`config.mk`:
```
export PLATFORM = sky130hd
export DESIGN_NAME = if_fetch_unit
export DESIGN_NICKNAME = d
export VERILOG_FILES = /design/src/rtl/if_fetch_unit.sv
export SDC_FILE = /design/constraint.sdc
export NUM_CORES = 1
export LEC_CHECK = 0
export BUFFER_PORTS_ARGS = -buffer_cell sky130_fd_sc_hd__buf_2
export CORE_MARGIN = 1
export CORE_UTILIZATION = 42
export CTS_CLUSTER_SIZE = 25
export DETAILED_ROUTE_END_ITERATION = 8
export PLACE_DENSITY = 0.68
export SYNTH_ARGS = -nofsm -noshare
export SYNTH_HDL_FRONTEND = slang
export SYNTH_SLANG_ARGS = --single-unit
export TNS_END_PERCENT = 20
```
`constraint.sdc`:
```
create_clock -name CLK -period 3.15 [get_ports CLK]
set_clock_uncertainty 0.2 [all_clocks]
set_input_delay 0.315 -clock CLK [delete_from_list [all_inputs] [get_ports CLK]]
set_output_delay 0.315 -clock CLK [all_outputs]
set_load 0.02 [all_outputs]
```
`src/rtl/if_fetch_unit.sv`:
```
// Instruction fetch unit: issues word fetches to instruction memory under a
// two-slot credit, buffers responses and presents {PC, Inst} to decode.
module if_fetch_unit #(
  parameter logic [31:0] RESET_PC = 32'h0000_0000,
  parameter logic [31:0] NOP_INST = 32'h0000_0013
) (
  input  logic        CLK,
  input  logic        RST,
  output logic        imem_req,
  output logic [31:0] imem_addr,
  input  logic        imem_gnt,
  input  logic        imem_rvalid,
  input  logic [31:0] imem_rdata,
  input  logic        redirect,
  input  logic [31:0] redirect_pc,
  input  logic        stall,
  output logic        inst_valid,
  output logic [31:0] PC,
  output logic [31:0] Inst
);

  localparam logic [31:0] RESET_PC_A = RESET_PC & 32'hFFFF_FFFC;

  logic [31:0] fpc_r, fpc_n_s;
  logic [31:0] ifq_pc_r [0:1];
  logic [31:0] ifq_pc_n_s [0:1];
  logic [1:0]  ifq_cnt_r, ifq_cnt_n_s, ifq_mid_s;
  logic [31:0] fifo_pc_r [0:1];
  logic [31:0] fifo_pc_n_s [0:1];
  logic [31:0] fifo_inst_r [0:1];
  logic [31:0] fifo_inst_n_s [0:1];
  logic [1:0]  fifo_cnt_r, fifo_cnt_n_s, fifo_mid_s;
  logic [1:0]  kill_r, kill_n_s;
  logic        inst_valid_r, inst_valid_n_s;
  logic [31:0] inst_r, inst_n_s;

  logic        pop_s;
  logic [2:0]  occ_s;
  logic        xfer_s;
  logic        rsp_s;
  logic        keep_s;

  // The credit counts the slot freed by this cycle's pop so a 1-cycle memory
  // sustains one instruction per cycle without ever exceeding two entries.
  assign pop_s     = (fifo_cnt_r != 2'd0) && !stall && !redirect;
  assign occ_s     = {1'b0, ifq_cnt_r} + {1'b0, fifo_cnt_r} - {2'b00, pop_s};
  assign imem_req  = !RST && !redirect && (occ_s < 3'd2);
  assign imem_addr = fpc_r;
  assign xfer_s    = imem_req && imem_gnt;
  assign rsp_s     = imem_rvalid && (ifq_cnt_r != 2'd0);
  assign keep_s    = rsp_s && (kill_r == 2'd0) && !redirect;

  assign inst_valid = inst_valid_r;
  assign PC         = fifo_pc_r[0];
  assign Inst       = inst_r;

  // Next-state logic for fetch PC, in-flight queue, instruction FIFO and kill count
  always_comb begin
    fpc_n_s          = fpc_r;
    ifq_pc_n_s[0]    = ifq_pc_r[0];
    ifq_pc_n_s[1]    = ifq_pc_r[1];
    ifq_cnt_n_s      = ifq_cnt_r;
    ifq_mid_s        = ifq_cnt_r;
    fifo_pc_n_s[0]   = fifo_pc_r[0];
    fifo_pc_n_s[1]   = fifo_pc_r[1];
    fifo_inst_n_s[0] = fifo_inst_r[0];
    fifo_inst_n_s[1] = fifo_inst_r[1];
    fifo_cnt_n_s     = fifo_cnt_r;
    fifo_mid_s       = fifo_cnt_r;
    kill_n_s         = kill_r;
    inst_valid_n_s   = 1'b0;
    inst_n_s         = NOP_INST;

    if (redirect) begin
      fpc_n_s = redirect_pc & 32'hFFFF_FFFC;
    end else if (xfer_s) begin
      fpc_n_s = fpc_r + 32'd4;
    end else begin
      fpc_n_s = fpc_r;
    end

    if (rsp_s) begin
      ifq_pc_n_s[0] = ifq_pc_r[1];
      ifq_mid_s     = ifq_cnt_r - 2'd1;
    end else begin
      ifq_mid_s     = ifq_cnt_r;
    end
    if (xfer_s) begin
      if (ifq_mid_s == 2'd0) begin
        ifq_pc_n_s[0] = fpc_r;
      end else begin
        ifq_pc_n_s[1] = fpc_r;
      end
      ifq_cnt_n_s = ifq_mid_s + 2'd1;
    end else begin
      ifq_cnt_n_s = ifq_mid_s;
    end

    // Entries are left in place on flush so PC keeps showing the last instruction.
    if (redirect) begin
      fifo_cnt_n_s = 2'd0;
    end else begin
      if (pop_s) begin
        if (fifo_cnt_r == 2'd2) begin
          fifo_pc_n_s[0]   = fifo_pc_r[1];
          fifo_inst_n_s[0] = fifo_inst_r[1];
        end else begin
          fifo_pc_n_s[0]   = fifo_pc_r[0];
        end
        fifo_mid_s = fifo_cnt_r - 2'd1;
      end else begin
        fifo_mid_s = fifo_cnt_r;
      end
      if (keep_s) begin
        if (fifo_mid_s == 2'd0) begin
          fifo_pc_n_s[0]   = ifq_pc_r[0];
          fifo_inst_n_s[0] = imem_rdata;
        end else begin
          fifo_pc_n_s[1]   = ifq_pc_r[0];
          fifo_inst_n_s[1] = imem_rdata;
        end
        fifo_cnt_n_s = fifo_mid_s + 2'd1;
      end else begin
        fifo_cnt_n_s = fifo_mid_s;
      end
    end

    if (redirect) begin
      kill_n_s = ifq_cnt_r - {1'b0, rsp_s};
    end else if (rsp_s && (kill_r != 2'd0)) begin
      kill_n_s = kill_r - 2'd1;
    end else begin
      kill_n_s = kill_r;
    end

    inst_valid_n_s = (fifo_cnt_n_s != 2'd0);
    if (inst_valid_n_s) begin
      inst_n_s = fifo_inst_n_s[0];
    end else begin
      inst_n_s = NOP_INST;
    end
  end

  // State registers with synchronous reset
  always_ff @(posedge CLK) begin
    if (RST) begin
      fpc_r          <= RESET_PC_A;
      ifq_pc_r[0]    <= 32'h0000_0000;
      ifq_pc_r[1]    <= 32'h0000_0000;
      ifq_cnt_r      <= 2'd0;
      fifo_pc_r[0]   <= RESET_PC_A;
      fifo_pc_r[1]   <= RESET_PC_A;
      fifo_inst_r[0] <= NOP_INST;
      fifo_inst_r[1] <= NOP_INST;
      fifo_cnt_r     <= 2'd0;
      kill_r         <= 2'd0;
      inst_valid_r   <= 1'b0;
      inst_r         <= NOP_INST;
    end else begin
      fpc_r          <= fpc_n_s;
      ifq_pc_r[0]    <= ifq_pc_n_s[0];
      ifq_pc_r[1]    <= ifq_pc_n_s[1];
      ifq_cnt_r      <= ifq_cnt_n_s;
      fifo_pc_r[0]   <= fifo_pc_n_s[0];
      fifo_pc_r[1]   <= fifo_pc_n_s[1];
      fifo_inst_r[0] <= fifo_inst_n_s[0];
      fifo_inst_r[1] <= fifo_inst_n_s[1];
      fifo_cnt_r     <= fifo_cnt_n_s;
      kill_r         <= kill_n_s;
      inst_valid_r   <= inst_valid_n_s;
      inst_r         <= inst_n_s;
    end
  end

endmodule

```
==> flow_metrics.py, run 1 <==
metrics = {
    "outcome": {
        "run_status": "finished clean",
    },
    "die": {
        "die-width_um": 162,
        "die_area_um2": 26200,
        "floorplan.die.height_um": 162,
        "start_util_pct": 42.8,
        "row_count": 58,
        "design.core.area_um2": 25100,
        "io-pin-count": 168,
    },
    "placement": {
        "gpl.final_weighted_congestion": 0.883,
        "dpl.cell_count": 1753,
        "port-buffer-count": 163,
        "hpwlAfterDp_um": 17600,
        "detailed_place.area_um2": 11700,
        "post-place-ws_ns": -0.00181,
    },
    "timing": {
        "max_freq_ghz": 0.325,
        "worst_slew_pin_slew_ns": 1.05,
        "report.final.setup_viol": 0,
        "relSlewSlack_pct": 30.0,
        "slew_viol_final": 0,
        "fin_crit_sh_pct": 97.7,
        "final.setup.worst_slack_ns": 0.0735,
        "period_needed_ns": 3.08,
        "final_hold_viol_count": 0,
        "grt_setup_unrepaired": "true",
    },
    "global_route": {
        "grt_first_pass_wirelength_um": 46500,
        "grt_start_max_net_pins": 224,
        "globalRoute.totalOverflow": 0,
        "grt_antenna_before_repair": 0,
        "grt_pass1_vias": 9113,
        "grt_usage_pct": 21.8,
    },
    "logic_synthesis": {
        "ys_types": 57,
        "post_synth_instance_area_um2": 10700,
        "synth_seq_cells": 259,
        "ys_async_sr_fraction_pct": 0,
        "avgSynthCellArea_um2": 7.88,
        "yosysTopAreaCellShare_pct": 48.3,
        "count_of_yosys_warnings_during_synthesis": 0,
        "synthCells": 1362,
        "synth_area_leaders": "dfxtp_1 (48%), nand2_1 (14%), nor2_1 (5.1%), a311oi_1 (5.1%), a21oi_1 (5.0%)",
        "synthFlopType": "dfxtp_1",
        "count_of_flip_flops_with_a_built_in_enable_after_synthesis": 0,
        "synthDominantAreaCellType": "dfxtp_1",
        "synth_seq_area_share_pct": 48.3,
    },
    "worst_setup_path": {
        "critical_path.max_fanout": 3,
        "critPathCaptureType": "register",
        "worst_ep_required_time_ns": 3.32,
        "path_cells": "inv_2, ha_4, nor3_4, xnor2_2, nand2b_4, fa_2, nor4bb_4, buf_4, buf_4, nand4_1, xnor2_1, mux2i_1, nor2_1",
        "slowest_delay_ns": 0.58,
        "most_common_cell_on_crit_path": "buf_4",
        "critPathKind": "register to register",
        "cp-start-kind": "register",
        "cp_data_arrival_time_ns": 3.25,
        "reg2regPathDepth": 13,
        "crit_slowest_cell": "fa_2",
    },
    "cells_and_area": {
        "flow.area_growth_from_synthesis_pct": 24.5,
        "layout_common_cells": "nand2_1 (390), dfxtp_1 (258), buf_2 (162)",
        "antenna_cells_inserted": 0,
        "final_cell_area_um2": 13400,
        "fillers": 2395,
        "final_common_cell": "nand2_1",
        "num-nets-final": 1602,
        "drive_gt1_share_pct": 17.5,
        "fin_cells": 1871,
    },
    "detailed_routing": {
        "dr.first_iter.drc_count": 859,
        "wl_um": 29100,
        "wl_per_cell_um": 15.6,
        "drc_violation_count_after_routing": 0,
        "detailed_route_via_count": 9905,
        "detail_route.vias_per_cell": 5.29,
        "drt_pre_antenna_iters": 6,
        "antenna_violating_nets_post_route": 0,
    },
    "pwr": {
        "power.density_nw_per_um2": 698,
        "totalPowerFinal_w": 0.00933,
        "ir_drop_v": 0.000445,
        "leakage_nw": 5.30,
    },
    "clocking": {
        "cts.path.max_buffers": 3,
        "cts_tree": "done",
        "cts-htree-levels": 1,
        "cts.root.buffer_cell": "clkbuf_16",
        "cts-buffers-inserted": 27,
        "clkLatencyLatePin_ns": 0.53,
        "clk_pin_slew_worst_paths_ns": 0.06,
        "cts.sink_count": 259,
    },
    "hold_path": {
        "worstHoldPathCells": 3,
        "hold_path.class": "input port to register",
    },
    "job": {
        "max_cap_viol_count": 0,
    },
}
==> synth_stat cells, types with 12 or more instances <==
cell type / instances
o21ai_0: 33
a21oi_1: 107
inv_1: 12
dfxtp_1: 259
clkbuf_1: 65
a311oi_1: 62
nand3_1: 46
nand2_1: 390
nand4_1: 15
buf_4: 36
nor2_1: 147
buf_2: 31
==> registers in the layout (all words and copies together) (netlist names) <==
name,cells
fifo_pc_r,64
kill_r,2
fifo_inst_r,64
Inst,32
fifo_cnt_r,2
ifq_cnt_r,2
imem_addr,30
ifq_pc_r,62
inst_valid,1
==> path summary, 6_finish.rpt <==
| check | startpoint | slack [ns] | to |
|---|---|---|---|
| worst max-delay path | fifo_cnt_r[0] | 0.07 | imem_addr[7] |
| worst min-delay path | imem_rvalid | 0.02 | fifo_cnt_r[1] |
| worst max register to register | fifo_cnt_r[0] | 0.07 | imem_addr[7] |
| worst min register to register | fifo_pc_r[0][61] | 0.25 | fifo_pc_r[0][61] |
==> metal layers <==
layer	vias to the layer above	track usage [%]	part of all wire [%]
li1	4875	-	-
met3	49	3.22	6.7
met5	-	0	0
met4	0	6.99	2.3
met2	343	36.7	48
met1	4638	28.6	43
==> kinds of logic (layout without fill, tap and decap cells) <==
kind of cell,after synthesis,after routing,share of synthesized area [%]
AO/OA/AOI/OAI,252,252,14.9
XOR/XNOR,20,20,1.63
buffers and inverters,151,329,6.97
other,1,2,0.0349
adder cells (fa/ha/maj),10,10,1.24
flip-flops,259,259,48.3
multiplexers,6,6,0.583
AND/OR/NAND/NOR,663,663,26.4
==> worst max-delay path: cells and delay by family, from the launching register on <==
kind | cells | cell delay [ns]
XOR/XNOR | 2 | 0.26
adder cells (fa/ha/maj) | 2 | 0.75
buffers and inverters | 3 | 0.37
flip-flops | 1 | 0.34
multiplexers | 1 | 0.18
AND/OR/NAND/NOR | 5 | 0.84
==> power breakdown <==
| part | leakage [nW] | switching [W] | internal, W |
|---|---|---|---|
| sequential | 2.10 | 0.000265 | 0.00361 |
| combinational | 2.76 | 0.00128 | 0.000890 |
| clock | 0.448 | 0.00124 | 0.00204 |
| total | 5.30 | 0.00279 | 0.00655 |
==> stage by stage <==
stage,hold WS [ns],setup TNS (ns),utilization [%]
6_report,0.0171,0,53.2
5_1_grt,0.0227,-0.555,53.2
4_1_cts,0.0161,0,52.8
3_5_place_dp,0.247,-0.00181,46.5
3_3_place_gp,0.241,0,46.5
2_1_floorplan,0.231,0,-
==> repair_timing <==
item / in CTS / in global routing
setup buffers: 1 / 5
pin swaps: 2 / 5
hold buffers: 63 / 0
gates cloned: 0 / 1
resized for setup: 6 / 15
endpoints found under the setup margin: 5 / 61
hold endpoints to repair: 127 / 0
==> final cells by class <==
cell class / count / area [µm²] / share of cell area [%]
Timing Repair Buffer: 268 / 1900 / 14.2
Clock inverter: 5 / 125 / 0.936
Tap cell: 330 / 413 / 3.09
Inverter: 13 / 48.8 / 0.365
Clock buffer: 43 / 796 / 5.95
Sequential cell: 259 / 5190 / 38.8
Multi-Input combinational cell: 953 / 4900 / 36.7
Power figures use the tool's default switching activity.
==> inputs of run 2 (changes only) <==
- ABC_CLOCK_PERIOD_IN_PS: default -> 2600
- clock period: 3.15 -> 2.6 ns (I/O delays scaled with it)
==> run 2 against run 1 <==
Compared with the run above:
- the flow now finishes with violations (negative hold slack, negative setup slack)
- global-route usage is 0.67 points higher
- non-clock buffer count is 48 higher
- sequential cell count stayed put
- critical endpoint is now imem_req
- core utilization is 3.5 points higher
- critical path type is now register to output port
- first-iteration DRC count is 2.3% lower
==> flow_metrics.py, run 2 (same netlist as run 1, synthesis figures left out) <==
metrics = {
    "worst_setup_path": {
        "crit_slowest_cell": "fa_2",
        "worst_ep_required_time_ns": 2.14,
        "critPathCaptureType": "output port",
        "critical_path.max_fanout": 2,
        "cp-start-kind": "register",
        "slowest_delay_ns": 0.54,
        "critPathKind": "register to output port",
        "path_cells": "inv_2, ha_4, nor3_4, xnor2_2, nand2b_4, fa_2, buf_4, and3_4, buf_6",
        "cp_data_arrival_time_ns": 2.45,
    },
    "clocking": {
        "clk_pin_slew_worst_paths_ns": 0.06,
        "cts-buffers-inserted": 28,
        "cts.path.max_buffers": 3,
        "cts.sink_count": 259,
        "clkLatencyLatePin_ns": 0.54,
        "cts-htree-levels": 1,
        "cts_tree": "done",
        "cts.root.buffer_cell": "clkbuf_16",
    },
    "pwr": {
        "ir_drop_v": 0.000565,
        "power.density_nw_per_um2": 836,
        "leakage_nw": 5.70,
    },
    "outcome": {
        "failed_checks": "negative hold slack, negative setup slack",
        "run_status": "complete, but fails checks",
    },
    "cells_and_area": {
        "layout_common_cells": "nand2_1 (380), dfxtp_1 (257), buf_2 (161)",
        "flow.area_growth_from_synthesis_pct": 32.7,
        "num-nets-final": 1651,
        "antenna_cells_inserted": 0,
        "postLayoutCoreUtil_pct": 56.8,
        "largest_registers": "fifo_inst_r x64, fifo_pc_r x64, ifq_pc_r x62",
        "drive_gt1_share_pct": 25.1,
        "final_common_cell": "nand2_1",
    },
    "detailed_routing": {
        "highest_layer": "met4",
        "antenna_violating_nets_post_route": 0,
        "detail_route.vias_per_cell": 5.31,
        "route.layer.met1.wl_um": 13500,
        "drc_violation_count_after_routing": 0,
        "routed-wl-met2_um": 14200,
        "detailed_route_via_count": 10200,
        "dr_wl_met3_um": 1820,
        "dr.first_iter.drc_count": 839,
        "wl_um": 30800,
        "drt_pre_antenna_iters": 5,
        "wl_per_cell_um": 16.0,
    },
    "global_route": {
        "grt_usage_pct": 22.5,
        "grt_first_pass_wirelength_um": 47800,
        "grt_antenna_before_repair": 0,
        "grt_pass1_vias": 9423,
        "grt_start_max_net_pins": 154,
        "globalRoute.totalOverflow": 0,
    },
    "die": {
        "design.core.area_um2": 25100,
        "die-width_um": 162,
        "die_area_um2": 26200,
        "io-pin-count": 168,
        "row_count": 58,
        "floorplan.die.height_um": 162,
        "start_util_pct": 42.8,
    },
    "timing": {
        "period_needed_ns": 2.91,
        "max_freq_ghz": 0.344,
        "fin_crit_sh_pct": 112,
        "final.setup.worst_slack_ns": -0.305,
        "report.final.setup_viol": 131,
        "slew_viol_final": 0,
        "finalSetupTns_ns": -19.90,
        "relSlewSlack_pct": 47.7,
        "worst_slew_pin_slew_ns": 0.785,
        "grt_setup_unrepaired": "true",
        "whs_ns": -0.00611,
        "final_hold_viol_count": 1,
    },
    "placement": {
        "hpwlAfterDp_um": 18500,
        "port-buffer-count": 163,
        "gpl.final_weighted_congestion": 0.870,
    },
    "job": {
        "max_cap_viol_count": 0,
    },
    "hold_path": {
        "hold_path.class": "input port to register",
    },
}
## run 2: power breakdown
part / internal [W] / switching [W]
Combinational: 0.00144 / 0.00184
Sequential: 0.00438 / 0.000280
Clock: 0.00238 / 0.00160
Total: 0.00820 / 0.00372
## run 2: repair_timing
action	4_1_cts	5_1_grt
resized for setup	38	108
pin swaps	31	25
hold endpoints to repair	130	0
setup buffers	13	2
hold buffers	66	0
endpoints found under the setup margin	232	256
cloned	2	5
## run 2: critical path, delay by kind of cell, from the launching register on
kind,cells,cell delay [ns]
adder cells (fa/ha/maj),2,0.70
AND/OR/NAND/NOR,3,0.50
flip-flops,1,0.33
buffers and inverters,3,0.29
XOR/XNOR,1,0.09
## run 2: path summary, 6_finish.rpt
| kind | from | end | slack [ns] | cells past startpoint |
|---|---|---|---|---|
| min | imem_gnt | imem_addr[16] | -0.006 | 4 |
| max reg2reg | fifo_cnt_r[0] | imem_addr[8] | -0.26 | 12 |
| min reg2reg | fifo_inst_r[0][34] | fifo_inst_r[0][34] | 0.25 | 2 |
| max | fifo_cnt_r[0] | imem_req | -0.31 | 9 |
## run 2: layer usage
metal	GRT usage (%)	vias up
li1	-	5007
met1	29.7	4787
met2	36.1	341
met3	3.55	74
met4	10.1	0
met5	0	-
## run 2: area by class of cell
| type | count | area [µm²] |
|---|---|---|
| clock buffer | 42 | 825 |
| multi-input combinational | 953 | 5280 |
| clock inverter | 9 | 101 |
| fill | 2254 | 10900 |
| tap | 330 | 413 |
| sequential | 259 | 5190 |
| inverter | 13 | 48.8 |
| timing repair buffer | 316 | 2400 |
## run 2: metrics by stage
stage                     instances  area (µm²)  hold WS, ns  worst slack (ns)  power, W
after floorplan                1363       10800        0.176            -0.299   0.00649
after detailed placement       1786       12000        0.247            -0.575   0.00729
after CTS                      1918       13800       0.0385            -0.373    0.0116
after global placement         1786       12000        0.241            -0.408   0.00723
final                          1922       14300     -0.00611            -0.305    0.0119
after global routing           1922       14300       0.0147            -0.422    0.0125
==> inputs of run 3 (changes only) <==
- ABC_CLOCK_PERIOD_IN_PS: 2600 -> 3300
- PLACE_DENSITY: 0.68 -> 0.66
- clock period: 2.6 -> 3.3 ns (I/O delays scaled with it)
==> run 3 against run 2 <==
Compared with the run above:
- the run now ends clean
- sequential cell count is the same
- global-route usage is 0.52 points lower
- die area unchanged
- worst hold slack improved by 0.065 ns
- routed wire length fell by 5.7%
- sequential power down 21%
- clock power shrank 20%
- design area decreased by 6.7%
- sequential share of layout area grew 2.6 points
==> flow_metrics.py, run 3 (same netlist as run 1, synthesis figures left out) <==
metrics = {
    "outcome": {
        "run_status": "finished clean",
    },
    "die": {
        "design.core.area_um2": 25100,
        "row_count": 58,
        "die-width_um": 162,
        "die_area_um2": 26200,
        "start_util_pct": 42.8,
        "floorplan.die.height_um": 162,
        "io-pin-count": 168,
    },
    "worst_setup_path": {
        "cp-start-kind": "register",
        "cp_data_arrival_time_ns": 3.35,
        "crit_family": "simple AND/OR/NAND/NOR gates",
        "r2r_slack_ns": 0.15,
        "reg2reg_from": "fifo_cnt_r[0]",
        "slowest_delay_ns": 0.56,
        "r2r-end": "imem_addr[11]",
        "worst_path_buffer_plus_inverter_count": 2,
        "critPathLaunch": "fifo_cnt_r[0]",
        "crit_slowest_cell": "fa_2",
        "worst_ep_required_time_ns": 3.49,
        "path_cells": "inv_1, ha_1, nor3_4, xnor2_1, nand2b_1, fa_2, nor4bb_4, and2_4, nor2_1, buf_4, o21ai_0, a31oi_1",
        "critical_path.max_fanout": 9,
        "critPathCaptureType": "register",
        "critPathKind": "register to register",
        "worst_setup_path_endpoint": "imem_addr[11]",
        "timing.critical_path.depth": 12,
        "reg2regPathDepth": 12,
    },
    "detailed_routing": {
        "drt_pre_antenna_iters": 5,
        "antenna_violating_nets_post_route": 0,
        "drc_violation_count_after_routing": 0,
        "detail_route.vias_per_cell": 5.26,
        "dr.first_iter.drc_count": 652,
        "wl_per_cell_um": 15.5,
        "detailed_route_via_count": 9834,
        "wl_um": 29000,
    },
    "clocking": {
        "clkLatencyLatePin_ns": 0.54,
        "cts-htree-levels": 1,
        "cts.path.max_buffers": 3,
        "clk_pin_slew_worst_paths_ns": 0.06,
        "cts.root.buffer_cell": "clkbuf_16",
        "cts-buffers-inserted": 28,
        "cts_tree": "done",
        "cts.sink_count": 259,
    },
    "timing": {
        "final.setup.worst_slack_ns": 0.147,
        "relSlewSlack_pct": 40.6,
        "grt_setup_unrepaired": "false",
        "report.final.setup_viol": 0,
        "slew_viol_final": 0,
        "period_needed_ns": 3.15,
        "fin_crit_sh_pct": 95.6,
        "worst_slew_pin_slew_ns": 0.891,
        "final_hold_viol_count": 0,
        "whs_ns": 0.0591,
        "max_freq_ghz": 0.317,
    },
    "global_route": {
        "globalRoute.totalOverflow": 0,
        "grt_pass1_vias": 9166,
        "grt_first_pass_wirelength_um": 47200,
        "grt_start_max_net_pins": 86,
        "grt_usage_pct": 21.9,
        "grt_antenna_before_repair": 2,
    },
    "hold_path": {
        "worstHoldPathCells": 2,
        "hold_path.class": "input port to register",
    },
    "pwr": {
        "power.density_nw_per_um2": 668,
        "leakage_nw": 5.28,
        "ir_drop_v": 0.000491,
    },
    "cells_and_area": {
        "fillers": 2446,
        "flow.area_growth_from_synthesis_pct": 23.8,
        "layout_common_cells": "nand2_1 (390), dfxtp_1 (259), buf_2 (161)",
        "drive_gt1_share_pct": 17.3,
        "largest_registers": "fifo_inst_r x64, fifo_pc_r x64, ifq_pc_r x62",
        "num-nets-final": 1600,
        "fin_cells": 1871,
        "final_common_cell": "nand2_1",
    },
    "placement": {
        "hpwlAfterDp_um": 17800,
        "port-buffer-count": 163,
        "dpl.cell_count": 1750,
        "post-place-ws_ns": 0.0244,
        "gpl.final_weighted_congestion": 0.858,
    },
    "job": {
        "max_cap_viol_count": 0,
    },
}
[run 3: cell count changes in the layout (fill, tap and decap cells not counted), moves of 7 or more]
cell	previous run	this run
a21oi_1	90	107
a21oi_2	17	0
o21ai_1	22	12
o21ai_2	14	0
nor2_1	130	146
nand2_2	9	2
buf_4	57	32
nor2_2	13	1
o21ai_0	8	32
buf_6	17	1
nand3_1	39	46
nand2_1	380	390
[run 3: final cells by class]
| type | instances | area [µm²] | area share, % |
|---|---|---|---|
| repair buffers | 264 | 1830 | 13.7 |
| clock inverters | 9 | 129 | 0.969 |
| flip-flops and latches | 259 | 5180 | 39.0 |
| diodes | 2 | 5.00 | 0.0376 |
| inverters | 13 | 48.8 | 0.367 |
| multi-input cells | 954 | 4870 | 36.6 |
| clock buffers | 40 | 817 | 6.14 |
| well taps | 330 | 413 | 3.11 |
[run 3: metal layers]
layer  vias to the layer above  routed length, µm  global-route usage [%]
met1                      4614              12900                    29.7
li1                       4869                  -                       -
met2                       314              13700                    36.5
met3                        37               1850                    2.96
met4                         0                544                    6.05
met5                         -                  0                       0
[run 3: worst min path at each step]
stage                  startpoint                 end  slack [ns]
2_1_floorplan  fifo_inst_r[0][34]  fifo_inst_r[0][34]        0.24
3_3_place_gp     fifo_pc_r[0][61]    fifo_pc_r[0][61]        0.24
3_5_place_dp      ifq_pc_r[0][61]     ifq_pc_r[0][61]        0.25
4_1_cts           redirect_pc[19]       imem_addr[19]       -0.03
5_1_grt                       RST   fifo_inst_r[0][5]        0.10
6_report                      RST        imem_addr[7]        0.06
[run 3: timing repair]
action                                  4_1_cts  5_1_grt
endpoints found under the setup margin       12       85
cloned                                        0        1
endpoints found under the hold margin       127        1
setup buffers                                 0        6
hold buffers                                 62        1
resized for setup                             2        7
pin swaps                                     1        4
[run 3: worst reg2reg max path: cells and delay by family (launching register included)]
| family | cells | cell delay (ns) |
|---|---|---|
| XOR/XNOR | 1 | 0.10 |
| buffers and inverters | 2 | 0.26 |
| flip-flops | 1 | 0.32 |
| AND/OR/NAND/NOR | 5 | 1.02 |
| adder cells (fa/ha/maj) | 2 | 0.80 |
| AO/OA/AOI/OAI | 2 | 0.30 |
[run 3: power breakdown]
group | switching [W] | leakage, nW | total [W] | internal, W
registers | 0.000251 | 2.10 | 0.00370 | 0.00345
logic | 0.00119 | 2.72 | 0.00199 | 0.000793
clock network | 0.00125 | 0.459 | 0.00319 | 0.00195
total | 0.00269 | 5.28 | 0.00888 | 0.00619
[run 3: through the flow]
| step | cell area (µm²) | TNS, ns | util, % | power (W) |
|---|---|---|---|---|
| after floorplan | 10700 | 0 | - | 0.00505 |
| after global placement | 11600 | 0 | 46.3 | 0.00556 |
| after detailed placement | 11600 | 0 | 46.3 | 0.00559 |
| after CTS | 13200 | -0.00388 | 52.6 | 0.00885 |
| after global routing | 13300 | 0 | 53.0 | 0.00932 |
| final | 13300 | 0 | 53.0 | 0.00888 |
